File: src/rtl/mult_pkg.sv
// Shared types and constants for the sequential 8x8 multiplier.
package mult_pkg;

    localparam int unsigned NIB_W  = 4;
    localparam int unsigned OP_W   = 8;
    localparam int unsigned PROD_W = 16;
    localparam int unsigned PASS_N = 4;
    localparam int unsigned PASS_W = 2;
    localparam int unsigned SH_W   = 4;

    typedef enum logic [1:0] {
        IDLE = 2'd0,
        MUL  = 2'd1,
        DONE = 2'd2
    } state_t;

    // One entry per nibble pass: which operand halves feed the core and the partial-product shift
    typedef struct packed {
        logic            a_hi;
        logic            b_hi;
        logic [SH_W-1:0] shift;
    } pass_sel_t;

    localparam pass_sel_t PASS_TBL [PASS_N] = '{
        '{a_hi: 1'b0, b_hi: 1'b0, shift: 4'd0},
        '{a_hi: 1'b1, b_hi: 1'b0, shift: 4'd4},
        '{a_hi: 1'b0, b_hi: 1'b1, shift: 4'd4},
        '{a_hi: 1'b1, b_hi: 1'b1, shift: 4'd8}
    };

    // Pick the high or low nibble of an operand
    function automatic logic [NIB_W-1:0] nib(input logic [OP_W-1:0] v, input logic hi);
        return hi ? v[OP_W-1:NIB_W] : v[NIB_W-1:0];
    endfunction

endpackage

File: src/rtl/main.sv
// Combinational 4x4 unsigned multiplier core.
module main (
    input  logic [3:0] x,
    input  logic [3:0] y,
    output logic [7:0] o
);

    assign o = 8'(x) * 8'(y);

endmodule

File: src/rtl/mult8_seq_ctrl.sv
// Sequential 8x8 -> 16 multiplier built on one shared 4x4 core, four nibble passes per product.
module mult8_seq_ctrl
    import mult_pkg::*;
#(
    parameter int unsigned TAG_W     = 2,
    parameter int unsigned ZERO_SKIP = 1
) (
    input  logic              clk,
    input  logic              rst_n,
    input  logic              in_valid,
    output logic              in_ready,
    input  logic [OP_W-1:0]   in_a,
    input  logic [OP_W-1:0]   in_b,
    input  logic [TAG_W-1:0]  in_tag,
    output logic              out_valid,
    input  logic              out_ready,
    output logic [PROD_W-1:0] out_p,
    output logic [TAG_W-1:0]  out_tag,
    output logic              busy
);

    state_t              r_state;
    logic [PASS_W-1:0]   r_pass;
    logic [OP_W-1:0]     r_a;
    logic [OP_W-1:0]     r_b;
    logic [TAG_W-1:0]    r_tag;
    logic [PROD_W-1:0]   r_acc;
    logic                r_in_ready;
    logic                r_out_valid;
    logic [PROD_W-1:0]   r_out_p;
    logic [TAG_W-1:0]    r_out_tag;
    logic                r_busy;

    pass_sel_t           w_sel;
    logic [NIB_W-1:0]    w_x;
    logic [NIB_W-1:0]    w_y;
    logic [2*NIB_W-1:0]  w_o;
    logic [PROD_W-1:0]   w_sum;
    logic                w_zero_op;

    // Core operand mux; core inputs held at zero outside MUL to avoid needless toggling
    always_comb begin
        w_sel = PASS_TBL[r_pass];
        w_x   = '0;
        w_y   = '0;
        if (r_state == MUL) begin
            w_x = nib(r_a, w_sel.a_hi);
            w_y = nib(r_b, w_sel.b_hi);
        end
        w_sum     = r_acc + (PROD_W'(w_o) << w_sel.shift);
        w_zero_op = (ZERO_SKIP != 0) && ((in_a == '0) || (in_b == '0));
    end

    main u_core (
        .x (w_x),
        .y (w_y),
        .o (w_o)
    );

    // Controller: accept, four accumulate passes, hold result until consumed
    always_ff @(posedge clk or negedge rst_n) begin
        if (!rst_n) begin
            r_state     <= IDLE;
            r_pass      <= '0;
            r_a         <= '0;
            r_b         <= '0;
            r_tag       <= '0;
            r_acc       <= '0;
            r_in_ready  <= 1'b1;
            r_out_valid <= 1'b0;
            r_out_p     <= '0;
            r_out_tag   <= '0;
            r_busy      <= 1'b0;
        end else begin
            case (r_state)
                IDLE: begin
                    if (in_valid && r_in_ready) begin
                        r_a        <= in_a;
                        r_b        <= in_b;
                        r_tag      <= in_tag;
                        r_acc      <= '0;
                        r_pass     <= '0;
                        r_in_ready <= 1'b0;
                        r_busy     <= 1'b1;
                        if (w_zero_op) begin
                            r_state     <= DONE;
                            r_out_valid <= 1'b1;
                            r_out_p     <= '0;
                            r_out_tag   <= in_tag;
                        end else begin
                            r_state <= MUL;
                        end
                    end
                end
                MUL: begin
                    r_acc  <= w_sum;
                    r_pass <= r_pass + 1'b1;
                    if (r_pass == PASS_W'(PASS_N - 1)) begin
                        r_state     <= DONE;
                        r_out_valid <= 1'b1;
                        r_out_p     <= w_sum;
                        r_out_tag   <= r_tag;
                    end
                end
                DONE: begin
                    if (out_ready) begin
                        r_state     <= IDLE;
                        r_out_valid <= 1'b0;
                        r_in_ready  <= 1'b1;
                        r_busy      <= 1'b0;
                    end
                end
                default: begin
                    r_state <= IDLE;
                end
            endcase
        end
    end

    assign in_ready  = r_in_ready;
    assign out_valid = r_out_valid;
    assign out_p     = r_out_p;
    assign out_tag   = r_out_tag;
    assign busy      = r_busy;

endmodule

File: config.mk
export PLATFORM = sky130hd
export DESIGN_NAME = mult8_seq_ctrl
export DESIGN_NICKNAME = d
export VERILOG_FILES = /design/src/rtl/mult_pkg.sv /design/src/rtl/main.sv /design/src/rtl/mult8_seq_ctrl.sv
export SDC_FILE = /design/constraint.sdc
export NUM_CORES = 1
export LEC_CHECK = 0
export BUFFER_PORTS_ARGS = -buffer_cell sky130_fd_sc_hd__buf_2
export CORE_MARGIN = 2
export CORE_UTILIZATION = 59
export CTS_CLUSTER_DIAMETER = 120
export DETAILED_ROUTE_END_ITERATION = 12
export HOLD_SLACK_MARGIN = 0.15
export PLACE_DENSITY_LB_ADDON = 0.3
export SETUP_SLACK_MARGIN = 0.1
export SYNTH_ARGS = -nofsm -noshare
export SYNTH_HDL_FRONTEND = slang
export SYNTH_SLANG_ARGS = --single-unit
File: constraint.sdc
create_clock -name clk -period 6.8 [get_ports clk]
set_input_delay 1.36 -clock clk [delete_from_list [all_inputs] [get_ports clk]]
set_output_delay 1.36 -clock clk [all_outputs]
set_load 0.01 [all_outputs]
# == Word level (Yosys, flattened, before mapping) ==
# Index checks and enable logic that the tools add are counted.
# word_totals
regBits,59
latch_bits,0
ram_bits,0
mem_bits_ro,0
inputBits,22
word_cells,72
mem_count,0
# op_classes
addsub,2
n_mul,1
div_mod_pow,0
magnitude_cmp,1
n_eq_ne,7
n_shift,1
n_mux,34
n_bitwise,1
reduce_logical,14
# op_table
cell,n
$mux W16,4
$pmux W16 S2,2
$add A16 B16 Y16,1
$logic_not A8 Y1,2
$mux W2,8
$mux W4,4
$shl A8 B4 Y16,1
$bmux W6 S2,1
$mux W6,2
$mul A4 B4 Y8,1
$pmux W2 S2,2
$mux W1,7
$ne A2 B2 Y1 const B,3
$pmux W2 S3,1
$reduce_and A3 Y1,2
$reduce_and A5 Y1,1
$eq A2 B2 Y1 const B,2
$pmux W1 S2,2
$reduce_and A2 Y1,2
$reduce_and A4 Y1,1
$reduce_bool A2 Y1,2
$ge A3 B3 Y1 const B,1
$not A2 Y3,1
$pmux W1 S3,1
7 further kinds,7

# == Longest topological paths before layout ==
# Gate-level depths: netlist of run 1.
# depth
depth_word,11
ltp_mapped,25
depth_no_buf,22

# == Cells and area by module ==
# A second synthesis of run 1 with hierarchy kept.
# hier_totals
cells_unflattened,395
hier_area_um2,3913.8
# modules_own_cells
module,n_inst,cells_each,area_each_um2,seq_area_each_um2
mult8_seq_ctrl,1,344,3449.6,1477.7
main,1,51,464.2,0.0

# == Worst setup path before layout of run 1 ==
# OpenSTA, ideal clock, no wires.
# synth_timing
path_kind,register -> register
start,reg r_state[1]
end,reg r_out_p[12] (netlist: out_p[12])
arrival_ps,5261
setup_slack_ps,1429
stages_incl_launch_ff,24
path_buffers,3
period_less_slack_ps,5371
path_cell_list,dfrtp_1 > inv_1 > ha_1 > buf_4 > clkbuf_1 > clkbuf_1 > nand3_1 > fa_1 > inv_1 > fa_1 > ha_1 > a21oi_1 > o211ai_1 > nor2_1 > xor2_1 > mux2_2 > nor2_1 > ha_1 > a21o_1 > a21o_1 > a221o_1 > o211a_1 > o31a_1 > o41ai_1
# synth_between
elab_chain_cells,7
word_cells_on_any_way,14
# synth_lines
element,line,source
from (decl),mult8_seq_ctrl.sv:22,state_t r_state;
from (signal assigned),mult8_seq_ctrl.sv:63,r_state <= IDLE;
from (signal assigned),mult8_seq_ctrl.sv:86,r_state <= DONE;
from (signal assigned),mult8_seq_ctrl.sv:91,r_state <= MUL;
$eq A2 B1 Y1,"mult8_seq_ctrl.sv:46, mult8_seq_ctrl.sv:75",
$mux W4,mult8_seq_ctrl.sv:46,if (r_state == MUL) begin
$mul A4 B4 Y8,main.sv:8,assign o = 8'(x) * 8'(y);
$shl A8 B4 Y16,mult8_seq_ctrl.sv:50,w_sum = r_acc + (PROD_W'(w_o) << w_sel.shift);
$add A16 B16 Y16,mult8_seq_ctrl.sv:50,
$mux W16,mult8_seq_ctrl.sv:98,if (r_pass == PASS_W'(PASS_N - 1)) begin
$pmux W16 S2,mult8_seq_ctrl.sv:75,case (r_state)
to (signal assigned),mult8_seq_ctrl.sv:101,r_out_p <= w_sum;
to (decl),mult8_seq_ctrl.sv:30,logic [PROD_W-1:0] r_out_p;
# Several ways; a longest one is shown, not always the timed one. The select of a mux whose other input is x is not followed.
# A chain may end at the register's enable or synchronous reset.

# == Worst setup path after layout of run 1 ==
# layout_timing
start,reg r_state[1]
end,reg r_acc[12]
# layout_between
elab_chain_cells,6
word_cells_on_any_way,11
# layout_lines
element,line,source
$eq A2 B1 Y1,"mult8_seq_ctrl.sv:46, mult8_seq_ctrl.sv:75",
$mux W4,mult8_seq_ctrl.sv:46,
$mul A4 B4 Y8,main.sv:8,
$shl A8 B4 Y16,mult8_seq_ctrl.sv:50,
$add A16 B16 Y16,mult8_seq_ctrl.sv:50,
$pmux W16 S2,mult8_seq_ctrl.sv:75,
to (signal assigned),mult8_seq_ctrl.sv:96,r_acc <= w_sum;
to (decl),mult8_seq_ctrl.sv:27,logic [PROD_W-1:0] r_acc;
# Several ways; a longest one is shown, not always the timed one.

==> results.toml, run 1 <==
[logic_synthesis]
async_flop_share = 1.00
synth.avg_cell_area_um2 = 9.76
ys.warnings.count = 0
syn-cell-area_um2 = 3900
yosysTopAreaCellShare = 0.372
syn_nets = 458
yosys-top-cells-count = "58 x dfrtp_1, 57 x nand2_1, 31 x ha_1, 28 x mux2_2, 25 x nor2_1"
synthCells = 400
synth.most_common_cell = "dfrtp_1"
synth.distinct_cells = 58
synth_edf_count = 0
synth-seq-cells = 59
yosysTopAreaCell = "dfrtp_1"
yosys-top-cells-area = "dfrtp_1 37%, ha_1 9.9%, mux2_2 8.1%"
synth_flop_cell = "dfrtp_1"
seq_area_frac_synth = 0.378

[worst_hold_path]
hold_class = "reg2reg"
whs_endpoint = "out_p[14]$_DFFE_PN0P_"
hp-start = "out_p[14]$_DFFE_PN0P_"
hold_depth = 2

[global_route]
grt_max_degree = 60
grt_pass1_vias = 3135
antenna_found_initial = 0
grt_pass1_wl_um = 14500
track_usage = 0.252
grt_remaining_overflow = 0

[power]
power_switching_uw = 476
power_density_nw_per_um2 = 277
p_leak_nw = 2.23
p_seq_frac = 0.389
intPower_uw = 721
pwr-share-clk = 0.236
switching_share = 0.397
peakVddDrop_mv = 0.297
power_frac_comb = 0.375

[timing]
fin_tns_setup_ps = 0
rsz0062_at_grt = "no"
finalHoldViolations = 0
slew_headroom = 0.381
post-route-min-period_ps = 5670
max_freq_mhz = 176
slew_violations = 0
skew_ps = 10.7
tightest_slew_ps = 925
period_share = 0.834
setup_violations = 0

[placed_design]
hpwl_um = 6310
dpl_cell_area_um2 = 4160
portBuffers = 42
gp_congestion = 0.926

[floorplan]
io_pins = 43
fp.dieH_um = 85.4
rows = 29
core_area_um2 = 6390
start_util = 0.611
fp.dieW_um = 85.4
die-area_um2 = 7290

[critical_path]
endpoint_kind = "flip-flop"
worstPathRequired_ps = 7040
crit_fanout = 18
reg2reg_depth = 21
rrSetupSlack_ps = 1130
critPathArrivalTime_ps = 5910
r2r_start = "r_state[1]$_DFFE_PN0P_"
start_kind = "flip-flop"
critPathKind = "reg2reg"
rr_endpoint = "r_acc[12]$_DFFE_PN0P_"

[clock_network]
cts.sinks = 59
path_clk_slew_ps = 80
postCtsHoldBufs = 0
h-tree-depth = 3
cts_buffer_depth = 2
cts-root-buf = "clkbuf_8"
cts_buffers = 9
cts_resized = 0
cts_tree = "built"
clock_latency_ps = 350
postCtsSetupRepairBufs = 0

[finish]
fin_area_um2 = 4330
area.growth.synth_to_final_pct = 10.8
fin_nets = 498
drive_above_1_share = 0.227
antennaDiodeCount = 0

[drt]
vias = 3097
drc_errors = 0
wl_um = 8490
dr.pass1.iters = 4
drt_iter0_markers = 173
wl_per_cell_um = 16.3
ant_nets = 0
via_per_inst = 5.93

[flow_run]
max_cap_violations = 0

[status]
run_status = "completed"
==> routing by layer <==
layer	up-vias	GRT usage	routed length, um
met3	16	0.0652	376
met2	71	0.423	4150
met1	1492	0.320	3790
met5	-	0	0
met4	0	0.0779	172
li1	1518	-	-
==> per-stage QoR <==
stage / hold slack, ps / util / power (mW) / std cells / setup WS [ps]
finish: 470 / 0.678 / 1.20 / 522 / 1130
global route: 498 / 0.678 / 1.27 / 522 / 694
CTS: 478 / 0.678 / 1.20 / 522 / 1160
detailed placement: 462 / 0.651 / 0.916 / 506 / 1200
global placement: 455 / 0.651 / 0.897 / 506 / 1380
floorplan: 445 / - / 0.806 / 400 / 1430
==> kinds of logic after synthesis <==
kind of cell               share of synthesized area
DFF                                            0.378
and+or+nand+nor                                0.165
AOI/OAI and AO/OA                              0.174
buffers and inverters                         0.0298
muxes                                         0.0961
adders and majority gates                      0.125
xor gates and xnor gates                      0.0314
==> sequential cells by signal, indices dropped and copies added, names as in the netlist <==
signal	count
r_a	8
r_tag	2
r_acc	16
in_ready	1
r_pass	2
busy	1
out_valid	1
r_state	2
out_tag	2
out_p	16
r_b	8
==> worst max path at each step <==
stage                                       from                     to
after global routing      r_state[1]$_DFFE_PN0P_  r_acc[12]$_DFFE_PN0P_
after global placement    r_state[1]$_DFFE_PN0P_  out_p[12]$_DFFE_PN0P_
final                     r_state[1]$_DFFE_PN0P_  r_acc[12]$_DFFE_PN0P_
after floorplan           r_state[1]$_DFFE_PN0P_  out_p[12]$_DFFE_PN0P_
after CTS                 r_state[1]$_DFFE_PN0P_  out_p[12]$_DFFE_PN0P_
after detailed placement  r_state[1]$_DFFE_PN0P_  out_p[12]$_DFFE_PN0P_
==> placed cells by master (no fill, tap or decap), types with 6 or more instances in the layout <==
master and instances:
clkbuf_8 9, nor2_1 25, nand3_1 9, a22o_1 6, nand2_1 57, nor2b_1 6, ha_1 31, o21ai_1 6
xnor2_1 10, a21oi_1 17, o21ai_0 18, inv_1 13, a21o_1 7, dfrtp_1 58, buf_2 42, mux2_2 28
mux2i_1 6, and2_1 6
==> power by group through the flow <==
stage | combinational, mW | sequential [mW] | clock (mW)
after global placement | 0.430 | 0.468 | 0
final | 0.449 | 0.466 | 0.282
after global routing | 0.497 | 0.475 | 0.300
after CTS | 0.449 | 0.466 | 0.284
after floorplan | 0.337 | 0.468 | 0
after detailed placement | 0.444 | 0.471 | 0
==> worst max-delay path, stage by stage (launching register included) <==
cell and delay [ps]:
dfrtp_1 380, inv_1 90, ha_1 630, buf_4 340, nand2_1 130, nor2_1 160, fa_1 440, ha_1 310
ha_1 370, nand3_1 90, o211ai_1 240, nor2_1 90, xor2_1 160, mux2_2 270, nor2_1 90, ha_1 290
a21o_1 180, a21o_1 170, a221o_1 330, o211a_1 260, o31a_1 260, o41ai_1 250
==> layout make-up <==
class	instances	area [um2]
multi-input combinational	313	2310
fill	512	2060
sequential	59	1480
timing repair buffer	44	225
clock buffer	10	128
tap	77	96.3
inverter	13	48.8
clock inverter	6	41.3
Power figures use the tool's default switching activity.
==> run 2: changes to the inputs <==
- CORE_UTILIZATION: 59 -> 54
- clock period: 6.8 -> 5.2 ns (I/O delays scaled with it)
==> results.toml, run 2 (same netlist as run 1, synthesis figures left out) <==
[global_route]
grt_pass1_vias = 3013
antenna_found_initial = 0
track_usage = 0.229
grt_max_degree = 60
grt_remaining_overflow = 0
grt_pass1_wl_um = 14000

[timing]
finalHoldViolations = 0
post-route-min-period_ps = 4960
rsz0062_at_grt = "yes"
period_share = 0.953
skew_ps = 13.8
max_freq_mhz = 202
fin_tns_setup_ps = 0
slew_headroom = 0.449
slew_violations = 0
setup_violations = 0
tightest_slew_ps = 825

[finish]
antennaDiodeCount = 0
multi_input_area_um2 = 2480
n_fill_cell = 610
fin_nets = 509
drive_above_1_share = 0.296
area.growth.synth_to_final_pct = 18.2
final_util = 0.647
register_area_um2 = 1480
fin_cells = 555
final_cell_mix = "56 x dfrtp_1, 55 x nand2_1, 42 x buf_2"
final_common_cell = "dfrtp_1"
fin_area_um2 = 4620

[clock_network]
clock_latency_ps = 350
cts_buffers = 9
path_clk_slew_ps = 80
cts-root-buf = "clkbuf_8"
cts.sinks = 59
cts_buffer_depth = 2
cts_tree = "built"
h-tree-depth = 3
postCtsHoldBufs = 0

[floorplan]
fp.dieW_um = 89.0
rows = 31
die-area_um2 = 7930
fp.dieH_um = 89.0
core_area_um2 = 7140
start_util = 0.547
io_pins = 43

[drt]
drt_iter0_markers = 89
route.met2.wl_um = 4370
wl_um = 8920
drt-met1-wl_um = 4000
drc_errors = 0
wl_per_cell_um = 16.1
dr.pass1.iters = 4
wl_met3_um = 306
via_per_inst = 5.81
vias = 3222
ant_nets = 0
top_layer = "met4"

[critical_path]
endpoint_kind = "flip-flop"
critPathLaunch = "r_pass[0]$_DFFE_PN0P_"
reg2reg_depth = 20
start_kind = "flip-flop"
worstPathRequired_ps = 5430
crit_fanout = 5
rrSetupSlack_ps = 240
endpoint = "out_p[12]$_DFFE_PN0P_"
r2r_start = "r_pass[0]$_DFFE_PN0P_"
critPathArrivalTime_ps = 5190
critPathKind = "reg2reg"
rr_endpoint = "out_p[12]$_DFFE_PN0P_"

[flow_run]
max_cap_violations = 0

[placed_design]
gp_congestion = 0.971
dpl.cell_count = 530
dpl_cell_area_um2 = 4200
portBuffers = 42
hpwl_um = 6200

[worst_hold_path]
hold_class = "reg2reg"

[power]
p_leak_nw = 2.32
power_mw = 1.66
power_density_nw_per_um2 = 359
peakVddDrop_mv = 0.263

[status]
run_status = "completed"
[run 2: repair_timing]
| action | in CTS | in global routing |
|---|---|---|
| setup buffers | 0 | 9 |
| setup endpoints to repair | 4 | 14 |
| pin swaps | 0 | 16 |
| gates resized for setup | 2 | 32 |
[run 2: metrics by stage]
| step | setup WS [ps] | hold WS [ps] |
|---|---|---|
| floorplan | 103 | 445 |
| global placement | 166 | 458 |
| detailed placement | 30.8 | 462 |
| CTS | 103 | 483 |
| global route | 14.3 | 495 |
| finish | 242 | 480 |
[run 2: layer usage]
metal	global-route usage	up-vias
li1	-	1549
met1	0.302	1567
met2	0.374	82
met3	0.0379	24
met4	0.102	0
met5	0	-
[run 2: worst min-delay path by stage]
stage / start / endpoint / slack [ps] / cells after the start
after global routing: out_p[3]$_DFFE_PN0P_ / out_p[3]$_DFFE_PN0P_ / 490 / 2
after floorplan: r_acc[3]$_DFFE_PN0P_ / r_acc[3]$_DFFE_PN0P_ / 450 / 2
after global placement: out_p[3]$_DFFE_PN0P_ / out_p[3]$_DFFE_PN0P_ / 460 / 2
after detailed placement: out_p[3]$_DFFE_PN0P_ / out_p[3]$_DFFE_PN0P_ / 460 / 2
after CTS: out_p[4]$_DFFE_PN0P_ / out_p[4]$_DFFE_PN0P_ / 480 / 2
final: out_p[13]$_DFFE_PN0P_ / out_p[13]$_DFFE_PN0P_ / 480 / 2
[run 2: critical path, cell delays in order, from the launching register on]
cell and delay [ps]:
dfrtp_2 440, buf_4 150, mux2_2 340, nand2_2 110, nor2_1 70, fa_1 530
ha_4 220, ha_4 280, nand3_1 70, o211ai_1 260, nor2_1 90, xor2_1 160
mux2_4 290, nor2_4 100, ha_4 220, a21o_1 170, a21o_1 170, a221o_1 360
o211a_1 240, o31a_1 320, o41ai_2 280
[run 2: cell type report]
class / count / area share
Multi-Input combinational cell: 313 / 0.538
Sequential cell: 59 / 0.321
Timing Repair Buffer: 55 / 0.0661
Clock buffer: 9 / 0.0268
Tap cell: 99 / 0.0268
Clock inverter: 7 / 0.0114
Inverter: 13 / 0.0106
[run 2: where the power goes]
group	switching, mW	internal [mW]	total (mW)
registers	0.0616	0.553	0.615
clock network	0.205	0.175	0.380
logic	0.398	0.263	0.661
==> run 3: changes to the inputs <==
- PLACE_DENSITY: default -> 0.74
- PLACE_DENSITY_LB_ADDON: 0.3 -> default
==> results.toml, run 3 (same netlist as run 1, synthesis figures left out) <==
[finish]
fin_area_um2 = 4650
antennaDiodeCount = 0
area.growth.synth_to_final_pct = 19.1
final_util = 0.652
fin_nets = 509
drive_above_1_share = 0.300
final_cell_mix = "56 x nand2_1, 56 x dfrtp_1, 42 x buf_2"

[clock_network]
path_clk_slew_ps = 70
cts-root-buf = "clkbuf_8"
clock_latency_ps = 350
cts_buffer_depth = 2
cts.sinks = 59
h-tree-depth = 3
cts_buffers = 9
cts_tree = "built"

[timing]
setup_violations = 0
skew_ps = 9.20
finalHoldViolations = 0
rsz0062_at_grt = "yes"
post-route-min-period_ps = 4960
period_share = 0.953
fin_tns_setup_ps = 0
tightest_slew_ps = 849
max_freq_mhz = 202
slew_headroom = 0.433
slew_violations = 0

[drt]
wl_um = 8900
wl_met3_um = 367
drt_iter0_markers = 108
top_layer = "met4"
via_per_inst = 5.68
route.met2.wl_um = 4310
drt-met1-wl_um = 4030
dr.pass1.iters = 4
wl_per_cell_um = 16.0
vias = 3153
drc_errors = 0
ant_nets = 0

[critical_path]
worstPathRequired_ps = 5450
critPathKind = "reg2reg"
crit_fanout = 5
endpoint_kind = "flip-flop"
start_kind = "flip-flop"
critPathArrivalTime_ps = 5210
reg2reg_depth = 19

[global_route]
grt_pass1_wl_um = 13800
grt_remaining_overflow = 0
grt_max_degree = 60
grt_pass1_vias = 3004
track_usage = 0.226
antenna_found_initial = 0

[floorplan]
io_pins = 43
die-area_um2 = 7930
start_util = 0.547
core_area_um2 = 7140
fp.dieH_um = 89.0
rows = 31
fp.dieW_um = 89.0

[placed_design]
gp_congestion = 0.959
portBuffers = 42
dpl_cell_area_um2 = 4200
hpwl_um = 6180

[worst_hold_path]
hold_class = "reg2reg"
hold_depth = 2

[power]
power_density_nw_per_um2 = 380
p_leak_nw = 2.33
peakVddDrop_mv = 0.281

[status]
run_status = "completed"

[flow_run]
max_cap_violations = 0
run 3: cell types whose count changed in the layout (fill, tap and decap cells not counted), sizes merged:
cell / before / now
inv: 14 / 13
clkinv: 5 / 2
clkinvlp: 1 / 2
bufinv: 0 / 2
clkbuf: 10 / 11
run 3: routing by layer:
layer,vias up,track usage
li1,1543,-
met1,1522,0.295
met2,70,0.375
met3,18,0.0360
met4,0,0.0950
met5,-,0
run 3: worst max-delay path, stage by stage (launching register included):
cell and delay [ps]:
dfrtp_2 470, mux2_4 340, nand3_1 110, fa_1 430, inv_2 70, fa_1 430, ha_1 330, a21oi_2 70
o211ai_1 230, nor2_1 90, xor2_1 160, mux2_4 290, nor2_4 110, ha_4 220, a21o_1 170, a21o_1 160
a221o_1 350, o211a_1 240, o31a_1 320, o41ai_2 270
run 3: repair_timing:
| action | 4_1_cts | 5_1_grt |
|---|---|---|
| hold buffers | 0 | 0 |
| endpoints found under the hold margin | 0 | 0 |
| buffers inserted | 0 | 9 |
| resized for setup | 1 | 33 |
| pin swaps | 0 | 18 |
| endpoints found under the setup margin | 3 | 16 |
run 3: report_power, final:
part | internal (mW) | total, mW | switching [mW] | leakage [nW]
logic | 0.265 | 0.664 | 0.398 | 1.43
clock network | 0.283 | 0.485 | 0.202 | 0.108
registers | 0.553 | 0.617 | 0.0638 | 0.793
run 3: worst paths after layout:
check	start	end	slack [ps]
max reg2reg	r_pass[0]$_DFFE_PN0P_	out_p[12]$_DFFE_PN0P_	240
max in group asynchronous	rst_n	r_pass[0]$_DFFE_PN0P_	3820
max	r_pass[0]$_DFFE_PN0P_	out_p[12]$_DFFE_PN0P_	240
min in group asynchronous	rst_n	out_p[13]$_DFFE_PN0P_	830
min reg2reg	out_p[14]$_DFFE_PN0P_	out_p[14]$_DFFE_PN0P_	470
min	out_p[14]$_DFFE_PN0P_	out_p[14]$_DFFE_PN0P_	470
run 3: layout make-up:
cell class                      instances  area (um2)
Sequential cell                        59        1480
Tap cell                               99         124
Clock buffer                           10         138
Inverter                               13        48.8
Fill cell                             590        2490
Multi-Input combinational cell        313        2470
Clock inverter                          6        88.8
Timing Repair Buffer                   55         305
run 3: metrics by stage:
stage	setup slack (ps)	power [mW]	hold slack [ps]	cells
6_report	243	1.77	473	555
5_1_grt	1.56	1.86	494	555
4_1_cts	108	1.70	478	546
3_5_place_dp	59.4	1.20	462	530
3_3_place_gp	211	1.19	458	530
2_1_floorplan	103	1.06	445	400
